--- config.mk ---
export PLATFORM = sky130hd
export DESIGN_NAME = packet_stream_arbiter_flat
export DESIGN_NICKNAME = d
export VERILOG_FILES = /design/src/rtl/packet_pkg.sv /design/src/rtl/packet_stream_arbiter_if.sv /design/src/rtl/round_robin_selector.sv /design/src/rtl/packet_stream_arbiter.sv /design/src/flat_wrapper.sv
export SDC_FILE = /design/constraint.sdc
export NUM_CORES = 1
export LEC_CHECK = 0
export ABC_AREA = 1
export CORE_AREA = 2 2 39 41
export CTS_CLUSTER_DIAMETER = 150
export DETAILED_ROUTE_END_ITERATION = 16
export DIE_AREA = 0 0 41 43
export DONT_BUFFER_PORTS = 1
export PLACE_DENSITY = 0.67
export SLEW_MARGIN = 0
export SYNTH_ARGS = -nofsm -noshare
export SYNTH_HDL_FRONTEND = slang
export SYNTH_SLANG_ARGS = --single-unit
--- constraint.sdc ---
create_clock -name clock -period 1.45 [get_ports clock]
set_clock_uncertainty 0.05 [all_clocks]
set_input_delay 0.0725 -clock clock [delete_from_list [all_inputs] [get_ports clock]]
set_output_delay 0.0725 -clock clock [all_outputs]
set_load 0.01 [all_outputs]
--- src/rtl/packet_pkg.sv ---
// Shared definitions for the packet arbitration path: FSM encoding, tag offset, index sizing.
package packet_pkg;

    typedef enum logic [1:0] {
        IDLE   = 2'd0,
        TAG    = 2'd1,
        STREAM = 2'd2
    } arb_state_t;

    // Tag byte is grant_id + TAG_OFFSET so it never equals the zero framing sentinel.
    localparam int TAG_OFFSET = 1;

    function automatic int idx_width(input int n);
        return (n > 1) ? $clog2(n) : 1;
    endfunction

endpackage

--- src/rtl/packet_stream_arbiter_if.sv ---
// Per-source byte streams in, one shared byte stream out to the packet constructor.
interface packet_stream_arbiter_if #(
    parameter int NUM_SOURCES = 4
);
    logic [NUM_SOURCES*8-1:0] in_data;
    logic [NUM_SOURCES-1:0]   in_valid;
    logic [NUM_SOURCES-1:0]   in_last;
    logic [NUM_SOURCES-1:0]   in_ready;
    logic [7:0]               out_data;
    logic                     out_valid;
    logic                     out_last;
    logic                     out_ready;

    modport master (
        output in_data, in_valid, in_last, out_ready,
        input  in_ready, out_data, out_valid, out_last
    );

    modport slave (
        input  in_data, in_valid, in_last, out_ready,
        output in_ready, out_data, out_valid, out_last
    );
endinterface

--- src/rtl/round_robin_selector.sv ---
// Combinational rotating-priority pick: first set request after i_last_grant, wrapping.
module round_robin_selector
    import packet_pkg::*;
#(
    parameter int NUM_SOURCES = 4,
    parameter int GW          = idx_width(NUM_SOURCES)
) (
    input  logic [NUM_SOURCES-1:0] i_req,
    input  logic [GW-1:0]          i_last_grant,
    output logic [GW-1:0]          o_winner,
    output logic                   o_found
);

    int            w_idx;
    logic [GW-1:0] w_sel;

    // Walk from the farthest offset to the nearest so the nearest hit is assigned last.
    always_comb begin
        o_winner = '0;
        o_found  = 1'b0;
        w_idx    = 0;
        w_sel    = '0;
        for (int k = NUM_SOURCES; k >= 1; k--) begin
            w_idx = (int'(i_last_grant) + k) % NUM_SOURCES;
            w_sel = GW'(w_idx);
            if (i_req[w_sel]) begin
                o_winner = w_sel;
                o_found  = 1'b1;
            end
        end
    end

endmodule

--- src/rtl/packet_stream_arbiter.sv ---
// Packet-level round-robin arbiter onto the UART transmit byte stream; grant held until last beat.
// Optional source-tag byte ahead of each packet when PACKET_STREAM_ARBITER_TAG_EN is defined.
module packet_stream_arbiter
    import packet_pkg::*;
#(
    parameter int NUM_SOURCES = 4,
    parameter int DATA_WIDTH  = 8,
    parameter int GW          = idx_width(NUM_SOURCES)
) (
    input  logic                    clock,
    input  logic                    reset,
    packet_stream_arbiter_if.slave  bus,
    output logic [GW-1:0]           grant_id,
    output logic                    busy
);

`ifdef PACKET_STREAM_ARBITER_TAG_EN
    localparam arb_state_t GRANT_NEXT = TAG;
`else
    localparam arb_state_t GRANT_NEXT = STREAM;
`endif

    arb_state_t              r_state;
    logic [GW-1:0]           r_grant_id;
    logic [GW-1:0]           r_last_grant;
    logic [GW-1:0]           w_winner;
    logic                    w_found;
    logic                    w_beat_last;
    logic [NUM_SOURCES-1:0]  w_ready;
    logic [DATA_WIDTH-1:0]   w_src_data [NUM_SOURCES];

    for (genvar gi = 0; gi < NUM_SOURCES; gi++) begin : g_unpack
        assign w_src_data[gi] = bus.in_data[gi*DATA_WIDTH +: DATA_WIDTH];
    end

    round_robin_selector #(
        .NUM_SOURCES (NUM_SOURCES),
        .GW          (GW)
    ) u_sel (
        .i_req        (bus.in_valid),
        .i_last_grant (r_last_grant),
        .o_winner     (w_winner),
        .o_found      (w_found)
    );

    assign w_beat_last = bus.in_valid[r_grant_id] & bus.in_last[r_grant_id] & bus.out_ready;

    always_ff @(posedge clock) begin
        if (reset) begin
            r_state      <= IDLE;
            r_grant_id   <= '0;
            r_last_grant <= GW'(NUM_SOURCES - 1);
        end else begin
            case (r_state)
                IDLE: begin
                    if (w_found) begin
                        r_grant_id <= w_winner;
                        r_state    <= GRANT_NEXT;
                    end
                end
`ifdef PACKET_STREAM_ARBITER_TAG_EN
                TAG: begin
                    if (bus.out_ready) r_state <= STREAM;
                end
`endif
                STREAM: begin
                    // Remembering the finisher pushes it to lowest priority next round.
                    if (w_beat_last) begin
                        r_last_grant <= r_grant_id;
                        r_state      <= IDLE;
                    end
                end
                default: r_state <= IDLE;
            endcase
        end
    end

    // Data path is a pure pass-through of the granted source; no added latency in STREAM.
    always_comb begin
        bus.out_data  = '0;
        bus.out_valid = 1'b0;
        bus.out_last  = 1'b0;
        w_ready       = '0;
        case (r_state)
`ifdef PACKET_STREAM_ARBITER_TAG_EN
            TAG: begin
                bus.out_data  = DATA_WIDTH'(r_grant_id) + DATA_WIDTH'(TAG_OFFSET);
                bus.out_valid = 1'b1;
            end
`endif
            STREAM: begin
                bus.out_data        = w_src_data[r_grant_id];
                bus.out_valid       = bus.in_valid[r_grant_id];
                bus.out_last        = bus.in_last[r_grant_id];
                w_ready[r_grant_id] = bus.out_ready;
            end
            default: ;
        endcase
    end

    assign bus.in_ready = w_ready;
    assign grant_id     = r_grant_id;
    assign busy         = (r_state != IDLE);

endmodule

--- src/flat_wrapper.sv ---
// flat-port wrapper written by rule: the top's interface ports become plain ports
module packet_stream_arbiter_flat import packet_pkg::*;
#(
    parameter int NUM_SOURCES = 4,
    parameter int DATA_WIDTH  = 8,
    parameter int GW          = idx_width(NUM_SOURCES)
)
  (clock, reset, grant_id, busy, bus_in_data, bus_in_valid, bus_in_last, bus_out_ready, bus_in_ready, bus_out_data, bus_out_valid, bus_out_last);
  packet_stream_arbiter_if #(.NUM_SOURCES(NUM_SOURCES)) bus_i ();
  input  logic clock;
  input  logic reset;
  output logic [GW-1:0] grant_id;
  output logic busy;
  input wire logic [$bits(bus_i.in_data)-1:0] bus_in_data;
  input wire logic [$bits(bus_i.in_valid)-1:0] bus_in_valid;
  input wire logic [$bits(bus_i.in_last)-1:0] bus_in_last;
  input wire logic [$bits(bus_i.out_ready)-1:0] bus_out_ready;
  output wire logic [$bits(bus_i.in_ready)-1:0] bus_in_ready;
  output wire logic [$bits(bus_i.out_data)-1:0] bus_out_data;
  output wire logic [$bits(bus_i.out_valid)-1:0] bus_out_valid;
  output wire logic [$bits(bus_i.out_last)-1:0] bus_out_last;
  assign bus_i.in_data = bus_in_data;
  assign bus_i.in_valid = bus_in_valid;
  assign bus_i.in_last = bus_in_last;
  assign bus_i.out_ready = bus_out_ready;
  assign bus_in_ready = bus_i.in_ready;
  assign bus_out_data = bus_i.out_data;
  assign bus_out_valid = bus_i.out_valid;
  assign bus_out_last = bus_i.out_last;
  packet_stream_arbiter #(.NUM_SOURCES(NUM_SOURCES), .DATA_WIDTH(DATA_WIDTH), .GW(GW)) u_core (.clock(clock), .reset(reset), .bus(bus_i), .grant_id(grant_id), .busy(busy));
endmodule
==> results of run 1 <==
-- repair_timing --
item | in CTS | in global routing
pin swaps | 0 | 8
resized for setup | 14 | 26
hold buffers | 1 | 0
endpoints found under the hold margin | 5 | 0
buffers inserted | 0 | 3
setup endpoints to repair | 14 | 14
-- where the power goes --
part	internal (mW)	switching [mW]	total, mW
Sequential	0.153	0.0298	0.182
Combinational	0.168	0.245	0.413
Clock	0.105	0.0684	0.173
Total	0.425	0.343	0.768
-- logic make-up after synthesis --
| group | count (synthesis) |
|---|---|
| compound gates | 34 |
| flops | 5 |
| simple gates | 63 |
| buf+inv | 20 |
-- cell type report --
cell class                      count  area (µm²)
Timing Repair Buffer               13       111.4
Sequential cell                     5       112.6
Tap cell                           16       20.02
Multi-Input combinational cell     97       590.6
Inverter                           17       72.57
Clock buffer                        4       26.28
Fill cell                         133       450.4
-- metal layers --
metal | global-route usage, % | up-vias | routed length, µm
met3 | 9.424 | 0 | 157
met2 | 43.13 | 41 | 1213
li1 | - | 448 | -
met1 | 28.06 | 407 | 867
met4 | 0 | 0 | 0
met5 | 0 | - | 0
-- cell usage in the layout (no fill, tap or decap), types with 2 or more instances in the layout --
cell type	instances
a21oi_1	2
a21oi_2	10
a22oi_1	16
buf_4	9
buf_6	3
clkbuf_4	3
dfxtp_4	3
inv_1	12
inv_2	3
nand2_1	34
nand2_2	8
nand3_1	4
nor2_1	4
nor2_2	3
nor2_4	3
nor3_1	2
o211ai_1	2
-- worst min path at each step --
stage | end | slack (ns) | cells after the start
2_1_floorplan | u_core.grant_id[0] | 0.09 | 1
3_3_place_gp | u_core.r_state[1] | 0.09 | 1
3_5_place_dp | u_core.grant_id[0] | 0.1 | 1
4_1_cts | u_core.r_last_grant[0] | 0.15 | 4
5_1_grt | u_core.r_last_grant[0] | 0.17 | 4
6_report | u_core.r_last_grant[0] | 0.16 | 4
-- worst reg2reg max path: stages (launching register included) --
cell and delay (ns):
dfxtp_4 0.38, buf_6 0.14, o21ai_4 0.16, nor2_2 0.07
a21oi_4 0.16, nand2_1 0.07, a31oi_1 0.16, nor2_1 0.06
-- cell usage after synthesis (2+ instances only) --
cell	count	share of area (%)
nor2_2	2	1.8
nor2_1	7	3.8
nand2_2	3	2.7
dfxtp_1	5	15
nand3_1	5	3.6
nand2_1	39	21
a22oi_1	16	17
buf_4	2	2.2
and2_1	2	1.8
inv_1	12	6.6
inv_2	4	2.2
nor3_1	2	1.5
a21oi_1	12	8.7
o211ai_1	2	2.2
-- stage by stage --
stage | hold WS, ns | setup slack, ns
6_report | 0.1592 | 0.06526
4_1_cts | 0.1496 | 0.01999
2_1_floorplan | 0.09157 | 0.03205
5_1_grt | 0.1734 | -0.03848
3_5_place_dp | 0.09564 | -0.1158
3_3_place_gp | 0.09368 | -0.09795
-- registers in the layout, summed over array words and instances, names as in the netlist --
| signal | count |
|---|---|
| u_core.r_last_grant | 2 |
| u_core.grant_id | 2 |
| u_core.r_state | 1 |
==> impl_results.md, run 1 <==
- Core Rows: 14
- Mean post-synth cell area: 5.630 µm²
- Largest family of logic cells by synthesized area: simple AND/OR/NAND/NOR gates
- Yosys reg bits: 5
- Final hold violation count: 0
- CP Launch Type: register
- Ys flop type: dfxtp_1
- GRT Resource Usage Total: 24.42%
- Setup TNS: 0 ns
- Worst rel slew slack: 75.20%
- CP startpoint: u_core.grant_id[1]
- Tmin final: 1.385 ns
- Ys async rst share: 0%
- Worst-path clk slew: 0.05 ns
- Crit path cell chain: nand2_1, inv_2, nand2_1, nand4_1, inv_1, nor2_1
- DRC Markers: 0
- Synth Area in Compound Gates: 32.06%
- Crit end category: primary output
- Post-synth cell types: 23
- Util after Layout: 67.45%
- Xor/xnor cell area share of the yosys netlist: 0%
- Leak Pwr: approximately 0.43 nW
- Worst-Skew Late Latency: 0.25 ns
- Post-synth EDFFs: 0
- Power per cell area: slightly above 800 nW/µm²
- Avg WL per Cell: approximately 15 µm
- R2r endpoint: u_core.grant_id[1]
- Vias in the first global route: 754
- Overall power consumption: a little under 0.8 mW
- Max Cap Violations: 0
- Total grt overflow: 0
- Slew @ Worst Pin: roughly 0.37 ns
- CP most frequent cell: nand2_1
- Io pins: 60
- Core region area: 1384 µm²
- Post-route ant nets: 0
- Arr. time, crit path: 1.26 ns
- Achievable frequency: 722.2 MHz
- Crit path largest cell delay: around 0.40 ns
- Drt first-iter violations: 17
- Clock sink count: 5
- Sequential area share after synthesis: 14.57%
- Largest net degree at the start of global routing: 11
- Die H: 43 µm
- CTS root buf: clkbuf_4
- Hold Path Origin: bus_in_last[2]
- Syn nets: 165
- WL final: 2.238 mm
- Layout cells sized above 1: between 30% and 40%
- Warnings, synthesis: 0
- Initial antenna violation count: 0
- CTS max path bufs: 2
- Hpwl dp: 1.655 mm
- First-pass GRT wire length: roughly 3 mm
- Crit Path Max Fanout: 6
- Outcome: finished clean
- Synthesis-to-finish area growth: 35.88%
- Post-DR vias/cell: between 5 and 6
- Die ar.: between 1500 and 2000 µm²
- First drt pass iteration count: 4
- Delay-heaviest family, CP: simple AND/OR/NAND/NOR gates
- Period utilization: a little over nine tenths
- Routability cong.: roughly 0.76
- Diode count: 0
- Post-synthesis mux area share: 0%
- CP max stage cell: dfxtp_4
- Placed Instances: about 140
- RSZ-0062 raised after global routing: true
- Mapped cell area: 686.9 µm²
- CTS Buf Count: 3
- Nets: 180
- Synth Area in Simple Gates: 40.26%
- CTS tree: yes
- Initial Util: 49.64%
- Post-Synth Adder-Cell Area: 0%
- Worst R2R Path Depth: 7
- WP buf/inv: 2
- # setup viols final: 0
- Synthesized instance count: approximately 120
- Hold WC Path Type: in -> reg
- Stages on the worst setup path: 6
- Die X: 41 µm
- Area after DPL: approximately 750 µm²
- Final instance area: just over 900 µm²
- VDD IR max: roughly 0.0008 V
- Vias: between 800 and 900
- IO Port Bufs: 0
- Max-slew violations: 0
- Worst path required time: 1.33 ns
- Critical R2R Launch: u_core.r_last_grant[0]
- Max H-tree Level: 1
- Crit path to: bus_out_valid
- R2r setup slk: roughly 0.090 ns
- Critical path class: reg -> out
- Finished Layout Cells: 152
Note: power is estimated with default switching activity, not from simulation.
==> run 2: changes to the inputs <==
==> constraint.sdc (replaced) <==
create_clock -name clock -period 1.45 [get_ports clock]
set_clock_uncertainty 0.05 [all_clocks]
set_input_delay 0.0725 -clock clock [delete_from_list [all_inputs] [get_ports clock]]
set_output_delay 0.0725 -clock clock [all_outputs]
set_load 0.005 [all_outputs]
==> impl_results.md, run 2 (synthesized netlist as in run 1, its figures left out) <==
- Outcome: finished clean
- Drt first-iter violations: 20
- Final hold violation count: 0
- Hold WC Path Type: in -> reg
- Die H: roughly 43 µm
- Final instance area: around 850 µm²
- IO Port Bufs: 0
- Core region area: around 1400 µm²
- Die ar.: 1763 µm²
- Achievable frequency: 722.5 MHz
- Core Rows: 14
- Initial antenna violation count: 0
- Overall power consumption: 0.6912 mW
- Max-slew violations: 0
- CTS max path bufs: 2
- Clock sink count: 5
- Post-DR vias/cell: around 6
- # setup viols final: 0
- CP Launch Type: register
- Largest net degree at the start of global routing: 11
- Layout cells sized above 1: 25.37%
- Commonest cells after routing, fill and taps aside: nand2_1 (38), a22oi_1 (16), inv_1 (12), a21oi_1 (10)
- Avg WL per Cell: 13.57 µm
- DRC Markers: 0
- Post-route ant nets: 0
- CTS Buf Count: 3
- Leak Pwr: 0.4099 nW
- Worst rel slew slack: 80.83%
- Total grt overflow: 0
- Synthesis-to-finish area growth: 24.04%
- Crit Path Max Fanout: 7
- Tmin final: about 1.4 ns
- CTS root buf: clkbuf_4
- Power per cell area: around 800 nW/µm²
- Initial Util: 49.64%
- Die X: 41 µm
- WL final: 2.036 mm
- Pre-CTS setup slack: between 0.01 and 0.015 ns
- Setup TNS: 0 ns
- Nets: 178
- Area after DPL: approximately 750 µm²
- Final worst setup slack: roughly 0.066 ns
- Worst-Skew Late Latency: 0.24 ns
- First-pass GRT wire length: around 2.8 mm
- Crit end category: register
- GRT Resource Usage Total: 22.11%
- Worst-path clk slew: approximately 0.050 ns
- Worst path required time: 1.50 ns
- Most common cell after layout, fill and taps aside: nand2_1
- VDD IR max: between 0.0006 and 0.0007 V
- Filler cell count: 135
- Routability cong.: 0.8414
- Vias in the first global route: 743
- First drt pass iteration count: 4
- CTS tree: yes
- Io pins: 60
- Diode count: 0
- Critical path class: reg -> reg
- WHS: approximately 0.14 ns
- Hpwl dp: 1.574 mm
- Max Cap Violations: 0
- Slew @ Worst Pin: 0.2872 ns
- Vias: 874
- Period utilization: a little over nine tenths
- Max H-tree Level: 1
- Arr. time, crit path: 1.44 ns
[run 2: changes by cell type in the layout (fill, tap and decap cells not counted), moves of 2 or more]
| cell | change |
|---|---|
| a21oi_1 | +8 |
| a21oi_2 | -7 |
| buf_4 | -3 |
| nand2_1 | +4 |
| nand2_2 | -4 |
| nor2_1 | +2 |
[run 2: worst paths after layout]
| kind | cells past startpoint | from | slack, ns | endpoint |
|---|---|---|---|---|
| hold reg to reg | 2 | u_core.grant_id[0] | 0.48 | u_core.r_last_grant[0] |
| setup / recovery | 9 | u_core.grant_id[1] | 0.07 | u_core.r_last_grant[1] |
| hold / removal | 4 | bus_in_last[2] | 0.14 | u_core.r_last_grant[0] |
| setup reg to reg | 9 | u_core.grant_id[1] | 0.07 | u_core.r_last_grant[1] |
[run 2: area by class of cell]
class / instances / area, µm² / area share, %
multi-input cells: 97 / 525.5 / 61.67
inverters: 17 / 70.07 / 8.223
well taps: 16 / 20.02 / 2.349
flip-flops and latches: 5 / 110.1 / 12.92
repair buffers: 11 / 100.1 / 11.75
clock buffers: 4 / 26.28 / 3.084
[run 2: repair_timing]
item,4_1_cts,5_1_grt
setup endpoints to repair,9,13
hold endpoints to repair,5,0
cloned,0,0
pin swaps,2,9
hold buffers,1,0
gates resized for setup,4,17
setup buffers,0,1
[run 2: routing by layer]
metal	global-route usage, %	routed length, µm	vias to the layer above
met5	0	0	-
met4	2.000	0	0
met3	4.712	138	0
met2	40.00	1090	45
met1	25.81	807	394
li1	-	-	435
[run 2: metrics by stage]
step / cells / utilization [%]
floorplan: 122 / -
global placement: 144 / 54.07
detailed placement: 144 / 54.07
CTS: 149 / 57.41
global route: 150 / 61.57
finish: 150 / 61.57
[run 2: critical path, cell delays in order, from the launching register on]
cell      delay (ns)
dfxtp_4         0.40
inv_2           0.07
nor2_4          0.15
nand2_1         0.07
nand4_1         0.09
inv_1           0.08
nor2_2          0.09
nand2_2         0.09
nand2_1         0.07
o211ai_1        0.09
[run 2: power by group]
part	total (mW)	internal, mW	switching [mW]
Clock	0.160	0.104	0.0564
Sequential	0.180	0.153	0.0274
Combinational	0.351	0.151	0.200
==> run 3: changes to the inputs <==
--- a/config.mk
+++ b/config.mk
@@ -5,13 +5,12 @@
 export SDC_FILE = /design/constraint.sdc
 export NUM_CORES = 1
 export LEC_CHECK = 0
-export ABC_AREA = 1
 export CORE_AREA = 2 2 39 41
 export CTS_CLUSTER_DIAMETER = 150
 export DETAILED_ROUTE_END_ITERATION = 16
 export DIE_AREA = 0 0 41 43
 export DONT_BUFFER_PORTS = 1
-export PLACE_DENSITY = 0.67
+export SETUP_SLACK_MARGIN = 0.1
 export SLEW_MARGIN = 0
 export SYNTH_ARGS = -nofsm -noshare
 export SYNTH_HDL_FRONTEND = slang
==> impl_results.md, run 3 <==
- Worst R2R Path Depth: 4
- Sequential area share after synthesis: 16.33%
- WP buf/inv: 1
- CTS Buf Count: 3
- Max H-tree Level: 1
- Violated checks: negative setup slack
- Synthesized instance count: 64
- Total grt overflow: 0
- Crit path largest cell delay: 0.48 ns
- Area contributors post-synth: mux4_2 (37%), dfxtp_1 (16%), and2_1 (10%), nor2_1 (6.1%), mux2i_1 (4.9%)
- Core region area: 1384 µm²
- Die H: 43 µm
- Core Rows: 14
- # setup viols final: 8
- CTS tree: yes
- Ys flop type: dfxtp_1
- Setup TNS: -0.5468 ns
- Final instance area: 807.0 µm²
- Max-slew violations: 0
- Crit Path Max Fanout: 5
- Worst path required time: 1.33 ns
- Vias in the first global route: about 530
- Post-DR vias/cell: 5.989
- First drt pass iteration count: 2
- Top cell type's share of synthesized area: 36.73%
- Crit end category: primary output
- Arr. time, crit path: 1.40 ns
- DRC Markers: 0
- WL final: approximately 1.5 mm
- Post-synth EDFFs: 0
- Hold path depth: 3
- Largest net degree at the start of global routing: 12
- Post-synth cell types: 22
- Routability cong.: 0.8507
- Warnings, synthesis: 0
- Delay-heaviest family, CP: multiplexers
- Worst-Skew Late Latency: between 0.2 and 0.25 ns
- GRT Resource Usage Total: 18.39%
- Hold WC Path Type: in -> reg
- First-pass GRT wire length: roughly 2.2 mm
- Avg WL per Cell: around 16 µm
- Clock sink count: 5
- Leak Pwr: approximately 0.30 nW
- CTS root buf: clkbuf_4
- Ys async rst share: 0%
- Max Cap Violations: 0
- Syn nets: around 110
- Layout cells sized above 1: 55.41%
- VDD IR max: 0.0004740 V
- P_int: approximately 0.42 mW
- Outcome: finished with violations
- Nets: 118
- Io pins: 60
- Comb power frac: 45.5%
- Power per cell area: 743.4 nW/µm²
- Period utilization: 105.1%
- Final worst setup slack: -0.07354 ns
- Sw Ratio: 30.25%
- RSZ-0062 raised after global routing: true
- Commonest cells after routing, fill and taps aside: mux4_2 (10), and2_4 (10), nor2_1 (8), buf_4 (6)
- Filler cell count: 112
- Initial Util: roughly 44%
- CTS max path bufs: 2
- Critical path class: reg -> out
- Sequential fraction of design power: about 28%
- CP Launch Type: register
- Crit path cell chain: buf_4, mux4_2, and2_4
- Initial antenna violation count: 0
- Die X: 41 µm
- Tmin final: 1.524 ns
- Worst-path clk slew: 0.04 ns
- Synthesis-to-finish area growth: 31.63%
- Overall power consumption: 0.6000 mW
- Vias: 539
- Finished Layout Cells: 90
- Yosys reg bits: 5
- Diode count: 0
- Drt first-iter violations: 5
- Hpwl dp: 1.233 mm
- Achievable frequency: ~660 MHz
- Clk network pwr share: 26.3%
- Slew @ Worst Pin: 0.2865 ns
- Most frequent cells after synthesis: and2_1 (10), mux4_2 (10), nor2_1 (10), dfxtp_1 (5)
- CP max stage cell: mux4_2
- IO Port Bufs: 0
- Mapped cell area: around 610 µm²
- Stages on the worst setup path: 3
- Post-route ant nets: 0
- Area after DPL: between 600 and 700 µm²
- Final hold violation count: 0
- Area leader, netlist: mux4_2
- Worst rel slew slack: roughly four fifths
- Die ar.: approximately 1800 µm²
- Sw power: 0.1815 mW
- Mean post-synth cell area: 9.580 µm²
- Placed Instances: 83
## run 3: cell types whose count changed after synthesis, moves of 3 or more
cell / delta
nor2_1: +3
inv_1: -9
a21oi_1: -9
nand3_1: -4
nand2_1: -36
nand2_2: -3
mux2i_1: +3
a22oi_1: -16
mux4_2: +10
inv_2: -4
and2_1: +8
## run 3: power groups by stage
| stage | logic [mW] | registers [mW] | clock network (mW) |
|---|---|---|---|
| floorplan | 0.178 | 0.166 | 0 |
| global placement | 0.202 | 0.170 | 0 |
| detailed placement | 0.206 | 0.171 | 0 |
| CTS | 0.263 | 0.170 | 0.165 |
| global route | 0.299 | 0.172 | 0.178 |
| finish | 0.273 | 0.169 | 0.158 |
## run 3: through the flow
| stage | utilization [%] | worst slack, ns | hold WS (ns) |
|---|---|---|---|
| after floorplan | - | 0.07834 | 0.08720 |
| after global placement | 47.38 | 0.07610 | 0.09222 |
| after detailed placement | 47.38 | 0.05872 | 0.09180 |
| after CTS | 55.97 | -0.09457 | 0.06169 |
| after global routing | 58.32 | -0.1578 | 0.07408 |
| final | 58.32 | -0.07354 | 0.06865 |
## run 3: worst paths after layout
kind / slack (ns) / startpoint / endpoint
worst max-delay path: -0.07 / u_core.grant_id[0] / bus_out_data[0]
worst min-delay path: 0.07 / bus_in_valid[1] / u_core.grant_id[0]
worst max register to register: 0.11 / u_core.grant_id[0] / u_core.r_last_grant[0]
worst min register to register: 0.50 / u_core.grant_id[0] / u_core.grant_id[0]
## run 3: what timing repair did
item                                    CTS  global route
endpoints found under the setup margin   13            17
gates resized for setup                  19             8
endpoints found under the hold margin     5             0
cloned                                    0             0
hold buffers                              2             0
pin swaps                                 8             3
buffers inserted                          2             0
## run 3: tightest hold or removal path: cells and delay by family
kind	cells	cell delay (ns)
AO/OA/AOI/OAI	3	0.24
## run 3: metal layers
layer / part of all wire [%] / GRT usage [%] / up-vias
met1: 31 / 18.73 / 254
met5: 0 / 0 / -
li1: - / - / 258
met2: 58 / 32.19 / 27
met4: 0 / 6.000 / 0
met3: 11 / 6.806 / 0
## run 3: cell families (layout without fill, tap and decap cells)
kind of cell,after synthesis,after routing,share of synthesized area (%)
simple gates,30,30,25.31
mux,13,13,41.63
compound gates,9,9,9.796
buf+inv,7,17,6.937
flops,5,5,16.33
## run 3: layout make-up
| type | count | area, µm² | area share (%) |
|---|---|---|---|
| Inverter | 3 | 11.26 | 1.395 |
| Timing Repair Buffer | 10 | 91.34 | 11.32 |
| Clock buffer | 4 | 26.28 | 3.256 |
| Sequential cell | 5 | 105.1 | 13.02 |
| Multi-Input combinational cell | 52 | 553.0 | 68.53 |
| Tap cell | 16 | 20.02 | 2.481 |
